==> config.mk <==
export PLATFORM = sky130hd
export DESIGN_NAME = serial_tx_frame
export DESIGN_NICKNAME = d
export VERILOG_FILES = /design/src/rtl/serial_tx_pkg.sv /design/src/rtl/tx_bit_timer.sv /design/src/rtl/serial_tx_frame.sv
export SDC_FILE = /design/constraint.sdc
export NUM_CORES = 1
export LEC_CHECK = 0
export CAP_MARGIN = 20
export CELL_PAD_IN_SITES_DETAIL_PLACEMENT = 0
export CELL_PAD_IN_SITES_GLOBAL_PLACEMENT = 2
export CORE_ASPECT_RATIO = 1.25
export CORE_MARGIN = 2
export CORE_UTILIZATION = 36
export DETAILED_ROUTE_END_ITERATION = 10
export PLACE_DENSITY = 0.8
export SYNTH_ARGS = -nofsm -noshare
export SYNTH_HDL_FRONTEND = slang
export SYNTH_SLANG_ARGS = --single-unit
==> constraint.sdc <==
create_clock -name CLK -period 2.1 [get_ports CLK]
set_input_delay 0.315 -clock CLK [delete_from_list [all_inputs] [get_ports CLK]]
set_output_delay 0.315 -clock CLK [all_outputs]
set_load 0.02 [all_outputs]
==> src/rtl/serial_tx_pkg.sv <==
// Shared types for the serial transmit path: FSM state encoding and frame length.
// Optional parity bit is enabled with the SERIAL_TX_PARITY_EN macro.
`timescale 1ns/1ps
package serial_tx_pkg;

    typedef enum logic [2:0] {
        IDLE   = 3'd0,
        START  = 3'd1,
        DATA   = 3'd2,
        PARITY = 3'd3,
        STOP   = 3'd4
    } state_t;

    // Serial bit periods per frame: start + data + optional parity + stop.
    function automatic int unsigned frame_bits(input int unsigned data_width);
`ifdef SERIAL_TX_PARITY_EN
        return data_width + 3;
`else
        return data_width + 2;
`endif
    endfunction

endpackage

==> src/rtl/tx_bit_timer.sv <==
// Bit-period counter: counts 0..CLKS_PER_BIT-1 while EN is high, TC marks the last cycle.
// Shared with the receiver side; the count clears whenever EN drops.
`timescale 1ns/1ps
module tx_bit_timer #(
    parameter int CLKS_PER_BIT = 4,
    parameter int CNT_WIDTH    = 16
) (
    input  logic CLK,
    input  logic RESET,
    input  logic EN,
    output logic TC
);

    localparam logic [CNT_WIDTH-1:0] LAST = CNT_WIDTH'(CLKS_PER_BIT - 1);

    logic [CNT_WIDTH-1:0] cnt;

    always_ff @(posedge CLK or posedge RESET) begin
        if (RESET) begin
            cnt <= '0;
        end else if (!EN || cnt == LAST) begin
            cnt <= '0;
        end else begin
            cnt <= cnt + 1'b1;
        end
    end

    assign TC = EN && (cnt == LAST);

endmodule

==> src/rtl/serial_tx_frame.sv <==
// Async-frame serial transmitter: start bit, data LSB-first, optional even parity, stop bit.
// Define SERIAL_TX_PARITY_EN to insert the parity bit between data and stop.
`timescale 1ns/1ps
module serial_tx_frame
    import serial_tx_pkg::*;
#(
    parameter int DATA_WIDTH   = 8,
    parameter int CLKS_PER_BIT = 4,
    parameter int CNT_WIDTH    = 16
) (
    input  logic                  CLK,
    input  logic                  RESET,
    input  logic                  PARALLEL_LOAD,
    input  logic                  Tx_DATA,
    input  logic [DATA_WIDTH-1:0] DATA_IN,
    output logic                  TX_OUT,
    output logic                  Tx_DONE,
    output logic [3:0]            BIT_IDX,
    output state_t                STATE
);

    localparam logic [3:0] LAST_IDX = 4'(DATA_WIDTH - 1);

    state_t                state;
    logic [DATA_WIDTH-1:0] hold_q;
    logic [DATA_WIDTH-1:0] shift_q;
    logic [DATA_WIDTH-1:0] frame_word;
    logic                  bit_tc;
`ifdef SERIAL_TX_PARITY_EN
    logic                  parity_q;
`endif

    tx_bit_timer #(
        .CLKS_PER_BIT (CLKS_PER_BIT),
        .CNT_WIDTH    (CNT_WIDTH)
    ) u_bit_timer (
        .CLK   (CLK),
        .RESET (RESET),
        .EN    (state != IDLE),
        .TC    (bit_tc)
    );

    // A load in the same cycle as the start bypasses the holding register.
    assign frame_word = PARALLEL_LOAD ? DATA_IN : hold_q;
    assign STATE      = state;

    always_ff @(posedge CLK or posedge RESET) begin
        if (RESET) begin
            state    <= IDLE;
            TX_OUT   <= 1'b1;
            Tx_DONE  <= 1'b1;
            BIT_IDX  <= 4'd0;
            hold_q   <= '0;
            shift_q  <= '0;
`ifdef SERIAL_TX_PARITY_EN
            parity_q <= 1'b0;
`endif
        end else begin
            case (state)
                IDLE: begin
                    TX_OUT  <= 1'b1;
                    Tx_DONE <= 1'b1;
                    BIT_IDX <= 4'd0;
                    if (PARALLEL_LOAD) hold_q <= DATA_IN;
                    if (Tx_DATA) begin
                        shift_q  <= frame_word;
`ifdef SERIAL_TX_PARITY_EN
                        parity_q <= ^frame_word;
`endif
                        state    <= START;
                        TX_OUT   <= 1'b0;
                        Tx_DONE  <= 1'b0;
                    end
                end
                START: begin
                    if (bit_tc) begin
                        state   <= DATA;
                        TX_OUT  <= shift_q[0];
                        shift_q <= shift_q >> 1;
                        BIT_IDX <= 4'd0;
                    end
                end
                DATA: begin
                    if (bit_tc) begin
                        if (BIT_IDX == LAST_IDX) begin
                            BIT_IDX <= 4'd0;
`ifdef SERIAL_TX_PARITY_EN
                            state   <= PARITY;
                            TX_OUT  <= parity_q;
`else
                            state   <= STOP;
                            TX_OUT  <= 1'b1;
`endif
                        end else begin
                            BIT_IDX <= BIT_IDX + 4'd1;
                            TX_OUT  <= shift_q[0];
                            shift_q <= shift_q >> 1;
                        end
                    end
                end
`ifdef SERIAL_TX_PARITY_EN
                PARITY: begin
                    if (bit_tc) begin
                        state  <= STOP;
                        TX_OUT <= 1'b1;
                    end
                end
`endif
                STOP: begin
                    if (bit_tc) begin
                        state   <= IDLE;
                        TX_OUT  <= 1'b1;
                        Tx_DONE <= 1'b1;
                    end
                end
                default: begin
                    state   <= IDLE;
                    TX_OUT  <= 1'b1;
                    Tx_DONE <= 1'b1;
                    BIT_IDX <= 4'd0;
                end
            endcase
        end
    end

endmodule

* After elaboration in Yosys (flattened, before gate mapping)
Cells that the tools add are included.
** Word-level totals
- Register bits :: 41
- Input bits :: 12
- Output and inout port bits :: 9
- Logic and storage cells :: 58
** Cells by class
- $add $sub $neg :: 2
- Eq/ne operators :: 11
- Muxes and demuxes :: 24
- Bitwise logic cells :: 2
- Reductions and logical operators :: 12
** Operator list (count)
- two-way mux 8 bit :: 5
- case mux 8 bit (3 select lines) :: 1
- adder 16 x 1 -> 16 bit (second input constant) :: 1
- == test 16 x 2 -> 1 bit (second input constant) :: 1
- two-way mux 16 bit :: 1
- two-way mux 3 bit :: 5
- two-way mux 4 bit :: 3
- inequality test 2 bit (second input constant) :: 6
- case mux 3 bit (4 select lines) :: 1
- case mux 4 bit (3 select lines) :: 1
- AND reduction 5 bit :: 2
- AND reduction 3 bit :: 2
- nonzero test 3 bit :: 2
- two-way mux 1 bit :: 5
- adder 4 x 1 -> 4 bit (second input constant) :: 1
- == test 4 x 3 -> 1 bit (second input constant) :: 1
- case mux 1 bit (4 select lines) :: 1
- == test 3 x 1 -> 1 bit (second input constant) :: 1
- == test 3 x 2 -> 1 bit (second input constant) :: 1
- == test 3 bit (second input constant) :: 1
- zero test 3 bit :: 1
- case mux 1 bit (3 select lines) :: 1
- inverter 1 bit :: 2
- AND reduction 2 bit :: 1
- other kinds (4) :: 4

* Longest topological paths before layout
- Depth in word-level cells :: 4
- Mapped depth :: 8
- Mapped depth without buffers :: 6

* Hierarchy
Synthesis repeated with hierarchy kept, for this count alone.
** Second synthesis, totals
- Cells, all modules :: 210
- Area, all modules :: 2213.4 um^2
** Modules (own cells, without submodules)
- serial_tx_frame :: instances 1, cells each 127, area an instance 1415.1 um^2, seq. area each 628.1 um^2
- tx_bit_timer :: instances 1, cells each 83, area an instance 798.3 um^2, seq. area each 400.4 um^2

* Worst setup path after synthesis
Ideal clock, no wire load.
- Path kind :: flip-flop to flip-flop
- Start :: reg u_bit_timer.cnt[0]
- End :: reg shift_q[1]
- Library setup time :: 0.137 ns
- Arrival :: 1.585 ns
- Required time :: 1.963 ns
- Slack :: 0.378 ns
- Stages on the path, launching flop included :: 9
- Buffers on the path :: 2
- Period minus slack after synthesis :: 1.722 ns
- Cell sequence :: dfrtp_1 ha_1 nor4b_2 and4_1 buf_6 buf_4 o21a_4 nor2_1 a21oi_1
** Between the ends
- Word-level cells in the longest chain between the ends :: 4
- Elaborated cells between the ends (all ways) :: 5
- Those cells by class :: eq/ne (3); reduce/logical (2)
** RTL lines
- start: declaration :: RTL line tx_bit_timer.sv:16 : logic [CNT_WIDTH-1:0] cnt;
- start signal: assignment :: RTL line tx_bit_timer.sv:24 : cnt <= cnt + 1'b1;
- == test 16 x 2 -> 1 bit (*) :: RTL line tx_bit_timer.sv:28 : assign TC = EN && (cnt == LAST);
- logical AND 1 bit (*) :: RTL line tx_bit_timer.sv:28
- inequality test 2 bit (no source line)
- AND reduction 5 bit (no source line) (*)
- end signal: assignment :: RTL line serial_tx_frame.sv:66 : shift_q <= frame_word;
- end signal: assignment :: RTL line serial_tx_frame.sv:79 : shift_q <= shift_q >> 1;
- end signal: assignment :: RTL line serial_tx_frame.sv:97 : shift_q <= shift_q >> 1;
- end: declaration :: RTL line serial_tx_frame.sv:26 : logic [DATA_WIDTH-1:0] shift_q;
Mark *: on every way between the ends. The rest lies on a longest branch, timed or not.
A chain may end at the register's enable or synchronous reset.

* Worst setup path after layout
- Start :: reg u_bit_timer.cnt[0]
- End :: reg BIT_IDX[2]
** Between the ends
- Word-level cells in the longest chain between the ends :: 4
- Elaborated cells between the ends (all ways) :: 5
- Those cells by class :: eq/ne (3); reduce/logical (2)
** RTL lines
- == test 16 x 2 -> 1 bit (*) :: RTL line tx_bit_timer.sv:28
- logical AND 1 bit (*) :: RTL line tx_bit_timer.sv:28
- inequality test 2 bit (no source line)
- AND reduction 3 bit (no source line) (*)
- end signal: assignment :: RTL line serial_tx_frame.sv:95 : BIT_IDX <= BIT_IDX + 4'd1;
- end: declaration :: RTL line serial_tx_frame.sv:18 : output logic [3:0] BIT_IDX,
Marked as above.

==> summary.txt <==
Timing
  • Min Hold Slack: 0.447 ns
  • Fmax: ~530 MHz
  • Setup TNS: 0 ns
  • RSZ-0062 raised after global routing: no
  • Slew HR: 63.7%
  • Skew final: ~0.0098 ns
  • Final worst-path cycle share: 89.0%
  • Max-slew violations: 0
  • Crit path time final: 1.87 ns
  • Worst-Margin Slew: around 0.54 ns
  • Setup slack after layout: 0.231 ns
  • Final setup viols: 0
  • Endpoints failing hold: 0

Logic synthesis
  • Area contributors post-synth: dfrtp_1 46%, mux2_2 9.1%, nor2_1 5.7%
  • Yosys warns: 0
  • Count of cell types in the netlist: 44
  • Top cells by count, synth: 39 x dfrtp_1, 32 x nor2_1, 17 x mux2_2, 11 x a21oi_1
  • Ys async rst share: 100%
  • Syn_area_per_cell: 10.1 um^2
  • Leading area contributor after synthesis: dfrtp_1
  • Synth Instances: 210
  • Top-count cell post-synth: dfrtp_1
  • Syn Std Cell Area: 2110 um^2
  • Ys flop type: dfrtp_1
  • Yosys reg bits: 41
  • Syn nets: around 220
  • Share of the synthesized area in the top cell type: 46.2%
  • Post-synth EDFFs: 0
  • Register area share after synthesis: slightly below 50%

Final layout
  • Share of layout cells above drive strength 1: between 10% and 20%
  • Multi-input gate area in the final layout: roughly 1000 um^2
  • Storage cell area: between 1000 and 1500 um^2
  • # nets final: 249
  • Finished Layout Cells: slightly above 300
  • Diode count: 0
  • Area growth syn-to-layout: 19.5%
  • Layout Utilization: between 40% and 50%
  • Fill count: roughly 570
  • Design area: roughly 2500 um^2

Worst setup path
  • R2R Path Start: u_bit_timer.cnt[0]
  • Reg2Reg Depth: 7
  • Reg-to-Reg End: BIT_IDX[2]
  • CP endpoint kind: register
  • Data arrival, critical path: 2.08 ns
  • Worst R2R Setup Slack: 0.23 ns
  • Critical path startpoint category: register
  • Crit Path Category: register to register
  • CP required: 2.31 ns
  • CP Max Fanout: 15

Placed design
  • Placed inst area: between 2000 and 2500 um^2
  • Post-Place Setup Slack: 0.171 ns
  • GPL Wtd Cong: roughly 0.75
  • Placed Instances: slightly below 300
  • Port buffer count: 20
  • Dpl hpwl: roughly 2.9 mm

Clock network
  • Maximum root-to-sink buffer count: 2
  • CTS buffer count: 5
  • Root Buffer: clkbuf_8
  • Clock Pin Slew Worst Setup and Hold Paths: ~0.09 ns
  • Post-CTS Setup Bufs: 0
  • CTS tree: built
  • Worst skew pair latency: 0.29 ns
  • Clk sinks: between 40 and 50
  • H-tree depth: 2

Detailed routing
  • Final wirelength: slightly above 4 mm
  • Via/cell ratio: 5.10
  • Remaining DRCs: 0
  • 1st-iter DRT viols: 93
  • WL per Instance: 13.7 um
  • Post-route antenna net violation count: 0
  • Vias: between 1,500 and 2,000
  • First-pass detailed-route iteration total: 4

Floorplanning
  • Ports: 21
  • Initial Util: between 30% and 40%
  • Die height: 89.7 um
  • Die ar.: about 6500 um^2
  • Core Region: 5740 um^2
  • FP Rows: 31
  • Die X: 72.6 um

GRT
  • Largest net degree at the start of global routing: 42
  • First-pass GRT wire length: between 6 and 7 mm
  • Number of global-route vias before repair: around 1,400
  • Tot GR Track Use: between 10% and 20%
  • GR Overflow Total: 0
  • Initial antenna violation count: 0

Run
  • Total of max-cap violations: 0

Power
  • VDD IR max: between 0.0004 and 0.0005 V
  • Leakage: ~1.0 nW
  • Total power draw: between 2 and 3 mW
  • Power Density: between 1000 and 1500 nW/um^2

Status
  • Status: finished clean

Hold path
  • HP Class: primary input to asynchronous set/reset pin
[layout by cell type (no fill, tap or decap), drive strengths merged, types with 5 or more instances in the layout]
master	synthesis	final
dfrtp	39	39
nor2	32	32
clkdlybuf4s50	0	20
mux2	17	17
a21oi	12	12
nand2	10	10
nand3	9	9
nor3	8	8
o22ai	8	8
buf	7	8
xor2	7	7
xnor2	7	7
inv	6	6
nand2b	6	6
o21ai	6	6
clkbuf	3	5
[timing repair]
| action | CTS | global route |
|---|---|---|
| hold buffers | 0 | 0 |
| resized for setup | 0 | 1 |
| hold endpoints to repair | 0 | 0 |
| endpoints found under the setup margin | 0 | 1 |
[worst max-delay path, cell delays in order (launching register included)]
cell and delay, ns:
dfrtp_1 0.39, ha_1 0.24, nor4b_2 0.20, and4_1 0.26
buf_12 0.15, nand2_1 0.05, or4_1 0.40, o211ai_1 0.10
[layout make-up]
cell class                 instances  area share [%]
sequential                        41            40.8
multi-input combinational        153            39.7
timing repair buffer              28            10.8
tap                               66            3.27
clock buffer                       5            2.72
clock inverter                     3            1.83
inverter                           6           0.892
[flip-flops by register name, indices dropped and copies added (netlist names)]
signal / cells
u_bit_timer.cnt: 16
TX_OUT: 1
hold_q: 8
shift_q: 8
Tx_DONE: 1
BIT_IDX: 4
STATE: 3
[cells by family (layout without fill, tap and decap cells)]
family / Yosys count / count (layout) / share of synthesized area (%)
buf+inv: 16 / 42 / 3.90
flops: 41 / 41 / 48.6
simple gates: 83 / 83 / 19.5
fa+ha+maj: 3 / 3 / 1.66
compound gates: 36 / 36 / 11.4
mux: 17 / 17 / 9.05
xor+xnor: 14 / 14 / 5.80
[routing by layer]
metal	GRT usage (%)	wire (um)	vias up
met2	23.6	2110	27
met5	0	0	-
met1	17.2	1860	721
met3	3.68	129	2
met4	4.55	31	0
li1	-	-	790
[worst max path at each step]
stage	start	endpoint	slack, ns	cells past startpoint
finish	u_bit_timer.cnt[0]	BIT_IDX[2]	0.23	7
global route	u_bit_timer.cnt[0]	BIT_IDX[3]	0.14	7
CTS	STATE[0]	STATE[0]	0.08	1
detailed placement	Tx_DATA	shift_q[0]	0.17	6
global placement	STATE[0]	hold_q[3]	0.19	3
floorplan	u_bit_timer.cnt[0]	shift_q[1]	0.38	8
[power by group]
| group | switching, mW | internal [mW] |
|---|---|---|
| clock | 0.288 | 0.356 |
| combinational | 0.587 | 0.554 |
| sequential | 0.180 | 1.03 |
(Power assumes the default switching activity.)
